===== config.mk =====
export PLATFORM = sky130hd
export DESIGN_NAME = aes_axis_out_ctrl_flat
export DESIGN_NICKNAME = d
export VERILOG_FILES = /design/src/rtl/aes_axis_pkg.sv /design/src/rtl/aes_axis_out_ctrl_if.sv /design/src/rtl/aes_blk_serializer.sv /design/src/rtl/aes_axis_out_ctrl.sv /design/src/flat_wrapper.sv
export SDC_FILE = /design/constraint.sdc
export NUM_CORES = 1
export LEC_CHECK = 0
export CAP_MARGIN = 20
export CORE_UTILIZATION = 35
export CTS_BUF_LIST = sky130_fd_sc_hd__clkbuf_8
export DETAILED_ROUTE_END_ITERATION = 12
export PLACE_DENSITY = 0.58
export SLEW_MARGIN = 20
export SYNTH_ARGS = -nofsm -noshare
export SYNTH_HDL_FRONTEND = slang
export SYNTH_SLANG_ARGS = --single-unit

===== constraint.sdc =====
create_clock -name m00_axis_aclk -period 8.7 [get_ports m00_axis_aclk]
set_input_delay 1.74 -clock m00_axis_aclk [delete_from_list [all_inputs] [get_ports m00_axis_aclk]]
set_output_delay 1.74 -clock m00_axis_aclk [all_outputs]
set_load 0.05 [all_outputs]

===== src/rtl/aes_axis_pkg.sv =====
// Shared types and constants for the AES output-side stream sequencer.
// Block geometry: 128-bit AES blocks split into four 32-bit stream words.
package aes_axis_pkg;

  localparam int AES_BLK_W         = 128;
  localparam int AES_WORDS_PER_BLK = 4;
  localparam int AES_WORD_W        = AES_BLK_W / AES_WORDS_PER_BLK;
  localparam int AES_IDX_W         = 2;

  // Index of the final word of a block (the one that closes the block).
  localparam logic [AES_IDX_W-1:0] LAST_WORD_IDX = AES_IDX_W'(AES_WORDS_PER_BLK - 1);

  typedef enum logic [1:0] {
    IDLE     = 2'd0,
    WAIT_BLK = 2'd1,
    SEND     = 2'd2
  } out_state_t;

  // Increment that sticks at all-ones instead of wrapping.
  function automatic logic [31:0] sat_inc32(input logic [31:0] v);
    return (v == 32'hFFFF_FFFF) ? v : v + 32'd1;
  endfunction

endpackage


===== src/rtl/aes_axis_out_ctrl_if.sv =====
// AXI-Stream word channel between the AES output sequencer and its sink.
interface aes_axis_out_ctrl_if #(
  parameter int DATA_W = 32
) ();

  logic                  tvalid;
  logic                  tready;
  logic                  tlast;
  logic [DATA_W-1:0]     tdata;
  logic [DATA_W/8-1:0]   tstrb;

  modport master (
    output tvalid,
    output tlast,
    output tdata,
    output tstrb,
    input  tready
  );

  modport slave (
    input  tvalid,
    input  tlast,
    input  tdata,
    input  tstrb,
    output tready
  );

endinterface


===== src/rtl/aes_blk_serializer.sv =====
// Holds one 128-bit AES block and presents it as a registered 32-bit word,
// most significant word first. 'load' captures a new block and presents its
// word 0; 'advance' steps to the next word. Load wins when both fire, which
// is how a back-to-back block replaces the word after the last one.
module aes_blk_serializer
  import aes_axis_pkg::*;
(
  input  logic                  clk,
  input  logic                  rst_n,
  input  logic                  load,
  input  logic                  advance,
  input  logic [AES_BLK_W-1:0]  blk_data,
  output logic [AES_WORD_W-1:0] tdata,
  output logic [AES_IDX_W-1:0]  word_idx
);

  logic [AES_BLK_W-1:0]  hold_reg;
  logic [AES_IDX_W-1:0]  word_idx_reg;
  logic [AES_IDX_W-1:0]  word_idx_next;
  logic [AES_WORD_W-1:0] tdata_reg;
  logic [AES_WORD_W-1:0] hold_words [AES_WORDS_PER_BLK];

  // Word gi of the held block, word 0 being the most significant slice.
  genvar gi;
  generate
    for (gi = 0; gi < AES_WORDS_PER_BLK; gi++) begin : g_word
      assign hold_words[gi] = hold_reg[AES_BLK_W-1-AES_WORD_W*gi -: AES_WORD_W];
    end
  endgenerate

  assign word_idx_next = word_idx_reg + AES_IDX_W'(1);

  // Capture blocks and step the registered output word.
  always_ff @(posedge clk or negedge rst_n) begin
    if (!rst_n) begin
      hold_reg     <= '0;
      word_idx_reg <= '0;
      tdata_reg    <= '0;
    end else if (load) begin
      hold_reg     <= blk_data;
      word_idx_reg <= '0;
      tdata_reg    <= blk_data[AES_BLK_W-1 -: AES_WORD_W];
    end else if (advance) begin
      word_idx_reg <= word_idx_next;
      tdata_reg    <= hold_words[word_idx_next];
    end
  end

  assign tdata    = tdata_reg;
  assign word_idx = word_idx_reg;

endmodule


===== src/rtl/aes_axis_out_ctrl.sv =====
// Output-side sequencer of the AES engine: accepts 128-bit result blocks
// from the core and streams each as four 32-bit AXI-Stream words, MSW first,
// with TLAST on the final word of a packet of pkt_blocks blocks.
// Optional feature macro: AXIS_OUT_STATS_EN adds saturating stat_words /
// stat_stalls counters.
module aes_axis_out_ctrl
  import aes_axis_pkg::*;
#(
  parameter int C_M_AXIS_TDATA_WIDTH = 32,
  parameter int PKT_BLOCKS_W         = 16
) (
  input  logic                    m00_axis_aclk,
  input  logic                    m00_axis_aresetn,
  input  logic                    pkt_start,
  input  logic [PKT_BLOCKS_W-1:0] pkt_blocks,
  output logic                    pkt_busy,
  input  logic                    blk_valid,
  output logic                    blk_ready,
  input  logic [AES_BLK_W-1:0]    blk_data,
  aes_axis_out_ctrl_if.master     m00_axis
`ifdef AXIS_OUT_STATS_EN
  ,
  output logic [31:0]             stat_words,
  output logic [31:0]             stat_stalls
`endif
);

  generate
    if (C_M_AXIS_TDATA_WIDTH != AES_WORD_W) begin : g_bad_width
      $fatal(1, "aes_axis_out_ctrl: only a 32-bit master stream is supported");
    end
  endgenerate

  out_state_t              state_reg;
  logic [PKT_BLOCKS_W-1:0] rem_reg;
  logic                    tvalid_reg;
  logic                    tlast_reg;
  logic                    pkt_busy_reg;
  logic                    blk_ready_w;
  logic                    word_hs;
  logic                    blk_hs;
  logic                    on_last_word;
  logic                    last_blk;
  logic [AES_WORD_W-1:0]   tdata_w;
  logic [AES_IDX_W-1:0]    word_idx_w;

  assign word_hs      = tvalid_reg && m00_axis.tready;
  assign blk_hs       = blk_valid && blk_ready_w;
  assign on_last_word = (word_idx_w == LAST_WORD_IDX);
  assign last_blk     = (rem_reg == PKT_BLOCKS_W'(1));

  // Block acceptance: always while waiting, and during the closing word of a
  // non-final block only when that word is taken, so blocks run back to back.
  always_comb begin
    blk_ready_w = 1'b0;
    case (state_reg)
      WAIT_BLK: blk_ready_w = 1'b1;
      SEND:     blk_ready_w = on_last_word && m00_axis.tready && !last_blk;
      default:  blk_ready_w = 1'b0;
    endcase
  end

  // Packet sequencer: block count, stream valid/last and busy flag.
  always_ff @(posedge m00_axis_aclk or negedge m00_axis_aresetn) begin
    if (!m00_axis_aresetn) begin
      state_reg    <= IDLE;
      rem_reg      <= '0;
      tvalid_reg   <= 1'b0;
      tlast_reg    <= 1'b0;
      pkt_busy_reg <= 1'b0;
    end else begin
      case (state_reg)
        IDLE: begin
          if (pkt_start && (pkt_blocks != '0)) begin
            state_reg    <= WAIT_BLK;
            rem_reg      <= pkt_blocks;
            pkt_busy_reg <= 1'b1;
          end
        end
        WAIT_BLK: begin
          if (blk_hs) begin
            state_reg  <= SEND;
            tvalid_reg <= 1'b1;
            tlast_reg  <= 1'b0;
          end
        end
        SEND: begin
          if (word_hs) begin
            if (word_idx_w == LAST_WORD_IDX - AES_IDX_W'(1)) begin
              // The next word closes this block; it ends the packet if this
              // is the final block.
              tlast_reg <= last_blk;
            end else if (on_last_word) begin
              rem_reg   <= rem_reg - PKT_BLOCKS_W'(1);
              tlast_reg <= 1'b0;
              if (last_blk) begin
                state_reg    <= IDLE;
                tvalid_reg   <= 1'b0;
                pkt_busy_reg <= 1'b0;
              end else if (blk_hs) begin
                tvalid_reg <= 1'b1;
              end else begin
                state_reg  <= WAIT_BLK;
                tvalid_reg <= 1'b0;
              end
            end
          end
        end
        default: begin
          state_reg    <= IDLE;
          tvalid_reg   <= 1'b0;
          tlast_reg    <= 1'b0;
          pkt_busy_reg <= 1'b0;
        end
      endcase
    end
  end

  aes_blk_serializer u_serializer (
    .clk      (m00_axis_aclk),
    .rst_n    (m00_axis_aresetn),
    .load     (blk_hs),
    .advance  (word_hs),
    .blk_data (blk_data),
    .tdata    (tdata_w),
    .word_idx (word_idx_w)
  );

  assign m00_axis.tvalid = tvalid_reg;
  assign m00_axis.tlast  = tlast_reg;
  assign m00_axis.tdata  = tdata_w;
  assign m00_axis.tstrb  = tvalid_reg ? '1 : '0;
  assign pkt_busy        = pkt_busy_reg;
  assign blk_ready       = blk_ready_w;

`ifdef AXIS_OUT_STATS_EN
  logic [31:0] stat_words_reg;
  logic [31:0] stat_stalls_reg;

  // Count accepted words and cycles a valid word waits on the sink.
  always_ff @(posedge m00_axis_aclk or negedge m00_axis_aresetn) begin
    if (!m00_axis_aresetn) begin
      stat_words_reg  <= '0;
      stat_stalls_reg <= '0;
    end else begin
      if (word_hs) begin
        stat_words_reg <= sat_inc32(stat_words_reg);
      end
      if (tvalid_reg && !m00_axis.tready) begin
        stat_stalls_reg <= sat_inc32(stat_stalls_reg);
      end
    end
  end

  assign stat_words  = stat_words_reg;
  assign stat_stalls = stat_stalls_reg;
`endif

endmodule


===== src/flat_wrapper.sv =====
// flat-port wrapper written by rule: the top's interface ports become plain ports
module aes_axis_out_ctrl_flat import aes_axis_pkg::*;
#(
  parameter int C_M_AXIS_TDATA_WIDTH = 32,
  parameter int PKT_BLOCKS_W         = 16
)
  (m00_axis_aclk, m00_axis_aresetn, pkt_start, pkt_blocks, pkt_busy, blk_valid, blk_ready, blk_data, m00_axis_tvalid, m00_axis_tlast, m00_axis_tdata, m00_axis_tstrb, m00_axis_tready);
  aes_axis_out_ctrl_if #(.DATA_W(32)) m00_axis_i ();
  input  logic m00_axis_aclk;
  input  logic m00_axis_aresetn;
  input  logic pkt_start;
  input  logic [PKT_BLOCKS_W-1:0] pkt_blocks;
  output logic pkt_busy;
  input  logic blk_valid;
  output logic blk_ready;
  input  logic [AES_BLK_W-1:0] blk_data;
  output wire logic [$bits(m00_axis_i.tvalid)-1:0] m00_axis_tvalid;
  output wire logic [$bits(m00_axis_i.tlast)-1:0] m00_axis_tlast;
  output wire logic [$bits(m00_axis_i.tdata)-1:0] m00_axis_tdata;
  output wire logic [$bits(m00_axis_i.tstrb)-1:0] m00_axis_tstrb;
  input wire logic [$bits(m00_axis_i.tready)-1:0] m00_axis_tready;
  assign m00_axis_tvalid = m00_axis_i.tvalid;
  assign m00_axis_tlast = m00_axis_i.tlast;
  assign m00_axis_tdata = m00_axis_i.tdata;
  assign m00_axis_tstrb = m00_axis_i.tstrb;
  assign m00_axis_i.tready = m00_axis_tready;
  aes_axis_out_ctrl #(.C_M_AXIS_TDATA_WIDTH(C_M_AXIS_TDATA_WIDTH), .PKT_BLOCKS_W(PKT_BLOCKS_W)) u_core (.m00_axis_aclk(m00_axis_aclk), .m00_axis_aresetn(m00_axis_aresetn), .pkt_start(pkt_start), .pkt_blocks(pkt_blocks), .pkt_busy(pkt_busy), .blk_valid(blk_valid), .blk_ready(blk_ready), .blk_data(blk_data), .m00_axis(m00_axis_i));
endmodule

==> results of run 1 <==
final timing paths:
path | startpoint | endpoint | slack [ps] | cells after the start
setup / recovery | m00_axis_tready | blk_ready | 3490 | 5
hold / removal | u_core.u_serializer.hold_reg[32] | u_core.u_serializer.hold_reg[32] | 510 | 1
setup reg to reg | u_core.state_reg[0] | u_core.u_serializer.hold_reg[21] | 4940 | 8
hold reg to reg | u_core.u_serializer.hold_reg[32] | u_core.u_serializer.hold_reg[32] | 510 | 1
max in group asynchronous | m00_axis_aresetn | u_core.u_serializer.word_idx[0] | 5790 | 2
min in group asynchronous | m00_axis_aresetn | u_core.u_serializer.hold_reg[91] | 1400 | 1
Yosys cell counts, drive strengths merged (2+ instances only):
cell type,count,area [µm²]
a21oi,20,100
a31oi,3,18.8
and2,2,12.5
and3,2,12.5
buf,20,150
clkbuf,28,105
dfrtp,183,4580
ha,8,100
inv,39,146
mux2,98,1270
mux2i,34,340
mux4,32,721
nand2,21,78.8
nand3,3,15.0
nand4,3,18.8
nor2,16,60.1
nor3,7,35.0
nor4,7,43.8
nor4b,3,47.5
o21a,3,22.5
o21ai,111,556
o22a,4,35.0
o22ai,9,56.3
or2,6,37.5
or3,3,23.8
per-stage QoR:
stage / hold slack (ps) / setup slack [ps] / std cells / total power, mW
CTS: 514 / 3480 / 1186 / 4.25
floorplan: 475 / 4640 / 684 / 3.09
finish: 510 / 3490 / 1187 / 4.19
detailed placement: 493 / 3490 / 1155 / 3.65
global route: 528 / 3360 / 1186 / 4.48
global placement: 487 / 3500 / 1155 / 3.61
layout make-up:
type,count,area (µm²),share of cell area
sequential,183,4580,0.407
multi-input combinational,413,3780,0.335
timing repair buffer,195,1950,0.173
tap,324,405,0.0360
clock buffer,18,248,0.0220
clock inverter,13,150,0.0133
inverter,40,150,0.0133
antenna,1,2.50,0.000222
per-layer routing:
metal / vias up / share of wire / wire length (µm) / GRT usage
met5: - / 0 / 0 / 0
met4: 0 / 0.0039 / 82 / 0.0381
met3: 6 / 0.055 / 1160 / 0.0478
met2: 132 / 0.47 / 9890 / 0.262
met1: 2928 / 0.47 / 9770 / 0.237
li1: 2821 / - / - / -
power by group:
part           leakage, nW  internal, mW  switching, mW  total [mW]
Combinational         2.36          1.05           1.01        2.06
Sequential            2.19          1.29          0.263        1.55
Clock                0.198         0.266          0.318       0.584
Total                 4.75          2.60           1.59        4.19
cells by family (layout without fill, tap and decap cells):
| kind of cell | after synthesis | in the layout | share of synthesized area |
|---|---|---|---|
| muxes | 164 | 164 | 0.267 |
| and+or+nand+nor | 79 | 79 | 0.0491 |
| other | 0 | 1 | 0 |
| xor gates and xnor gates | 1 | 1 | 0.00100 |
| DFF | 183 | 183 | 0.524 |
| AOI/OAI and AO/OA | 161 | 161 | 0.102 |
| buffers and inverters | 88 | 266 | 0.0464 |
| adders and majority gates | 8 | 8 | 0.0115 |
critical path, cell delays in order:
cell             delay, ps
clkdlybuf4s50_1        550
nand2_1                140
nor2_1                 130
o21a_1                 110
clkdlybuf4s50_1        800
==> impl_results.md, run 1 <==
- Data required time of the worst path: 6960 ps
- Static Leak: 4.75 nW
- Max reg flops: about 130
- Worst Path Max Fanout: 4
- EDFF count, synth: 0
- Die footprint: 0.0256 mm²
- Least-Margin Pin Slew: 1050 ps
- Vias per inst: 4.96
- Final WL: about 21 mm
- Starting Density: 0.358
- Die height: 160 µm
- Core ar.: 0.0244 mm²
- H-Tree Depth: 4
- Max Cap Violations: 0
- Distinct cells, synth: 52
- Clock tree sinks: 183
- Critical path class: in2out
- Final core utilization: 0.462
- Design area: ~0.011 mm²
- Clock Latency Late Sink: 450 ps
- CTS resizes: 0
- Synthesized area per cell: 12.8 µm²
- Unrepaired setup endpoints after global routing: false
- Crit. End Element: primary output
- Max-slew violations: 0
- Status: complete, no violations
- Startpoint types: input port
- Minimum clock period: 5210 ps
- Initial antenna violation count: 1
- DRC: 0
- Setup bufs post-CTS: 0
- HP Class: reg2reg
- Most frequent cells in the layout: clkdlybuf4s50_1 (187), dfrtp_1 (182), o21ai_0 (111)
- PD cells: 372 mW/mm²
- FP Rows: 57
- Placed wire-length estimate: about 13 mm
- Final setup violation count: 0
- Worst Skew: 21.5 ps
- Clock Path Buffers: 2
- Async SR Flop Fraction: 1.00
- Tcrit/Tclk final: 0.599
- Average wire per standard cell: 17.6 µm
- Syn_nets: approximately 840
- Mapped Area: 0.00874 mm²
- Post-route ant nets: 0
- First DRT Iteration DRCs: ~380
- Cells after Synth: 684
- CTS Buf Count: 17
- VDD IR-drop max: 229 µV
- Clock transition at path regs: 80 ps
- Via count: 5887
- Area post-placement: 0.0109 mm²
- Gp weighted congestion: 0.806
- Ports: ~190
- Sequential fraction of the synthesis area: 0.524
- Synth Warn #: 0
- Fmax achieved: 192 MHz
- CTS tree: done
- Buffers on Ports: 188
- Largest net degree at the start of global routing: 115
- Ys flop type: dfrtp_1
- Area Growth Syn to Fin: 28.9%
- Global-route wire length before repair: 33.8 mm
- Nets: 1007
- Slew HR: 0.300
- FF+latch count, synth: 183
- Commonest non-fill, non-tap cell in the layout: clkdlybuf4s50_1
- DIE WIDTH: 160 µm
- Fillers: between 2000 and 2500
- Grt total ovfl: 0
- # hold bufs at CTS: 0
- Share of layout cells above drive strength 1: 0.211
- Root buf cell: clkbuf_8
- Final Hold Fails: 0
- WP data arrival: 3470 ps
- Setup TNS: 0 ps
- Pre-Repair DR Iteration Count: 4
- Total Routing Usage GR: 0.170
- Vias in the first global route: 6103
No activity file was read; power rests on OpenSTA's default activity.
==> run 2, diff against run 1 <==
--- a/config.mk
+++ b/config.mk
@@ -9,7 +9,7 @@
 export CORE_UTILIZATION = 35
 export CTS_BUF_LIST = sky130_fd_sc_hd__clkbuf_8
 export DETAILED_ROUTE_END_ITERATION = 12
-export PLACE_DENSITY = 0.58
+export PLACE_DENSITY = 0.6
 export SLEW_MARGIN = 20
 export SYNTH_ARGS = -nofsm -noshare
 export SYNTH_HDL_FRONTEND = slang
==> constraint.sdc (replaced) <==
create_clock -name m00_axis_aclk -period 4.7 [get_ports m00_axis_aclk]
set_input_delay 0.94 -clock m00_axis_aclk [delete_from_list [all_inputs] [get_ports m00_axis_aclk]]
set_output_delay 0.94 -clock m00_axis_aclk [all_outputs]
set_load 0.05 [all_outputs]
==> impl_results.md, run 2 (synthesis gave the netlist of run 1 again) <==
- Status: complete, no violations
- Setup TNS: 0 ps (unchanged)
- Die footprint: 0.0256 mm² (unchanged)
- Reg2reg end: u_core.rem_reg[14]
- Total Routing Usage GR: 0.174 (+0.00402)
- CTS resizes: 0 (unchanged)
- VDD IR-drop max: 324 µV (+42%)
- Final Hold Fails: 0 (unchanged)
- Crit. End Element: primary output
- Clock Latency Late Sink: 460 ps (about the same)
- DRC: 0 (unchanged)
- Static Leak: 4.77 nW (+0.45%)
- Pre-Repair DR Iteration Count: 5 (+1)
- Placed wire-length estimate: 13.8 mm (+2.2%)
- Gp weighted congestion: 0.810 (+0.56%)
- WP data arrival: 3140 ps (-330 ps)
- Setup bufs post-CTS: 0 (unchanged)
- Reg2reg start: u_core.u_serializer.word_idx[0]
- Max-slew violations: 0 (unchanged)
- Clock transition at path regs: 90 ps (about the same)
- Minimum clock period: 4080 ps
- Least-Margin Pin Slew: 1040 ps (-13.0 ps)
- Grt total ovfl: 0 (unchanged)
- Global-route wire length before repair: 34.7 mm (+2.6%)
- DIE WIDTH: 160 µm (unchanged)
- Nets: 1011 (+0.40%)
- R2R Setup Slk: 1520 ps (-3420 ps)
- Worst Path Max Fanout: 4 (unchanged)
- Total power: 7.74 mW (+85%)
- Vias in the first global route: 6292 (+3.1%)
- Die height: 160 µm (unchanged)
- Hold Crit Start: u_core.u_serializer.hold_reg[68]
- Area Growth Syn to Fin: 29.2%
- Commonest non-fill, non-tap cell in the layout: clkdlybuf4s50_1
- Fmax achieved: 245 MHz
- Slew HR: 0.308 (+0.00866)
- Initial antenna violation count: 1 (unchanged)
- # hold bufs at CTS: 0 (unchanged)
- Core ar.: 0.0244 mm² (unchanged)
- Inserted Diodes: 0 (-1)
- Final setup violation count: 0 (unchanged)
- Post-route ant nets: 0 (unchanged)
- Share of layout cells above drive strength 1: 0.216 (+0.00455)
- Worst Hold Path EP: u_core.u_serializer.hold_reg[68]
- Length in cells of the worst reg-to-reg path: 8 (unchanged)
- CTS Buf Count: 17 (unchanged)
- Tcrit/Tclk final: 0.869
- HP Class: reg2reg
- Via count: 5946 (+1.0%)
- Root buf cell: clkbuf_8
- Unrepaired setup endpoints after global routing: false
- Critical path class: reg2out
- Max reg flops: 128 (unchanged)
- CTS tree: done
- Starting Density: 0.358 (unchanged)
- Final WL: 21.2 mm (+1.5%)
- Data required time of the worst path: 3760 ps (-3200 ps)
- Hold Path Depth: 1 (unchanged)
- PD cells: 686 mW/mm² (+84%)
- Clock Path Buffers: 2 (unchanged)
- Most frequent cells in the layout: clkdlybuf4s50_1 (187), dfrtp_1 (182), o21ai_0 (111)
- Vias per inst: 4.99 (+0.66%)
- Ports: 189 (unchanged)
- H-Tree Depth: 4 (unchanged)
- Largest net degree at the start of global routing: 110 (-4.3%)
- Max Cap Violations: 0 (unchanged)
- Startpoint types: flop
- Clock tree sinks: 183 (unchanged)
- Fillers: 2276 (+0.89%)
- Average wire per standard cell: 17.8 µm (+1.1%)
- FP Rows: 57 (unchanged)
- Worst Skew: 27.8 ps (+6.27 ps)
- Buffers on Ports: 188 (unchanged)
- First DRT Iteration DRCs: 309 (-18%)
==> run 2: worst max-delay path by stage <==
stage / depth (start not counted) / slack, ps / start / to
3_3_place_gp: 5 / 1100 / m00_axis_tready / blk_ready
4_1_cts: 8 / 550 / u_core.rem_reg[1] / blk_ready
2_1_floorplan: 11 / 1750 / u_core.u_serializer.word_idx[0] / u_core.rem_reg[13]
3_5_place_dp: 8 / 1070 / u_core.rem_reg[1] / blk_ready
5_1_grt: 8 / 380 / u_core.rem_reg[1] / blk_ready
6_report: 8 / 620 / u_core.rem_reg[1] / blk_ready
==> run 2: stage by stage <==
step / worst slack, ps / instances / area, µm² / hold slack [ps] / util
2_1_floorplan: 1750 / 684 / 8740 / 475 / -
6_report: 615 / 1191 / 11300 / 510 / 0.463
5_1_grt: 379 / 1191 / 11300 / 531 / 0.463
3_5_place_dp: 1070 / 1159 / 10900 / 490 / 0.447
4_1_cts: 546 / 1191 / 11300 / 511 / 0.463
3_3_place_gp: 1100 / 1159 / 10900 / 486 / 0.447
==> run 2: layout make-up <==
cell class	count	area (µm²)	share of cell area
clock buffer	18	248	0.0219
clock inverter	14	136	0.0121
inverter	40	150	0.0133
multi-input combinational	413	3780	0.334
sequential	183	4580	0.406
tap	324	405	0.0359
timing repair buffer	199	1990	0.177
==> run 2: critical path: stages, from the launching register on <==
cell and delay, ps:
dfrtp_1 400, inv_1 100, ha_1 150, nor4b_2 510, nand2_1 130, o31ai_1 460
nor2_1 80, o21a_1 190, clkdlybuf4s50_1 690
==> run 2: per-layer routing <==
metal / GRT usage / vias up / wire, µm / part of all wire
met1: 0.231 / 2979 / 9670 / 0.46
met4: 0.0437 / 2 / 126 / 0.0059
met2: 0.280 / 128 / 10200 / 0.48
li1: - / 2826 / - / -
met3: 0.0491 / 11 / 1210 / 0.057
met5: 0 / - / 13 / 0.00061
==> run 2: power by group <==
group	leakage, nW	internal [mW]	switching (mW)	total, mW
Combinational	2.38	1.95	1.90	3.85
Sequential	2.19	2.38	0.486	2.87
Clock	0.195	0.403	0.619	1.02
==> run 3, diff against run 2 <==
--- a/config.mk
+++ b/config.mk
@@ -5,7 +5,7 @@
 export SDC_FILE = /design/constraint.sdc
 export NUM_CORES = 1
 export LEC_CHECK = 0
-export CAP_MARGIN = 20
+export CAP_MARGIN = 10
 export CORE_UTILIZATION = 35
 export CTS_BUF_LIST = sky130_fd_sc_hd__clkbuf_8
 export DETAILED_ROUTE_END_ITERATION = 12
==> results of run 3 <==
Same layout as run 2: the final DEF is identical, and so are final timing and power.
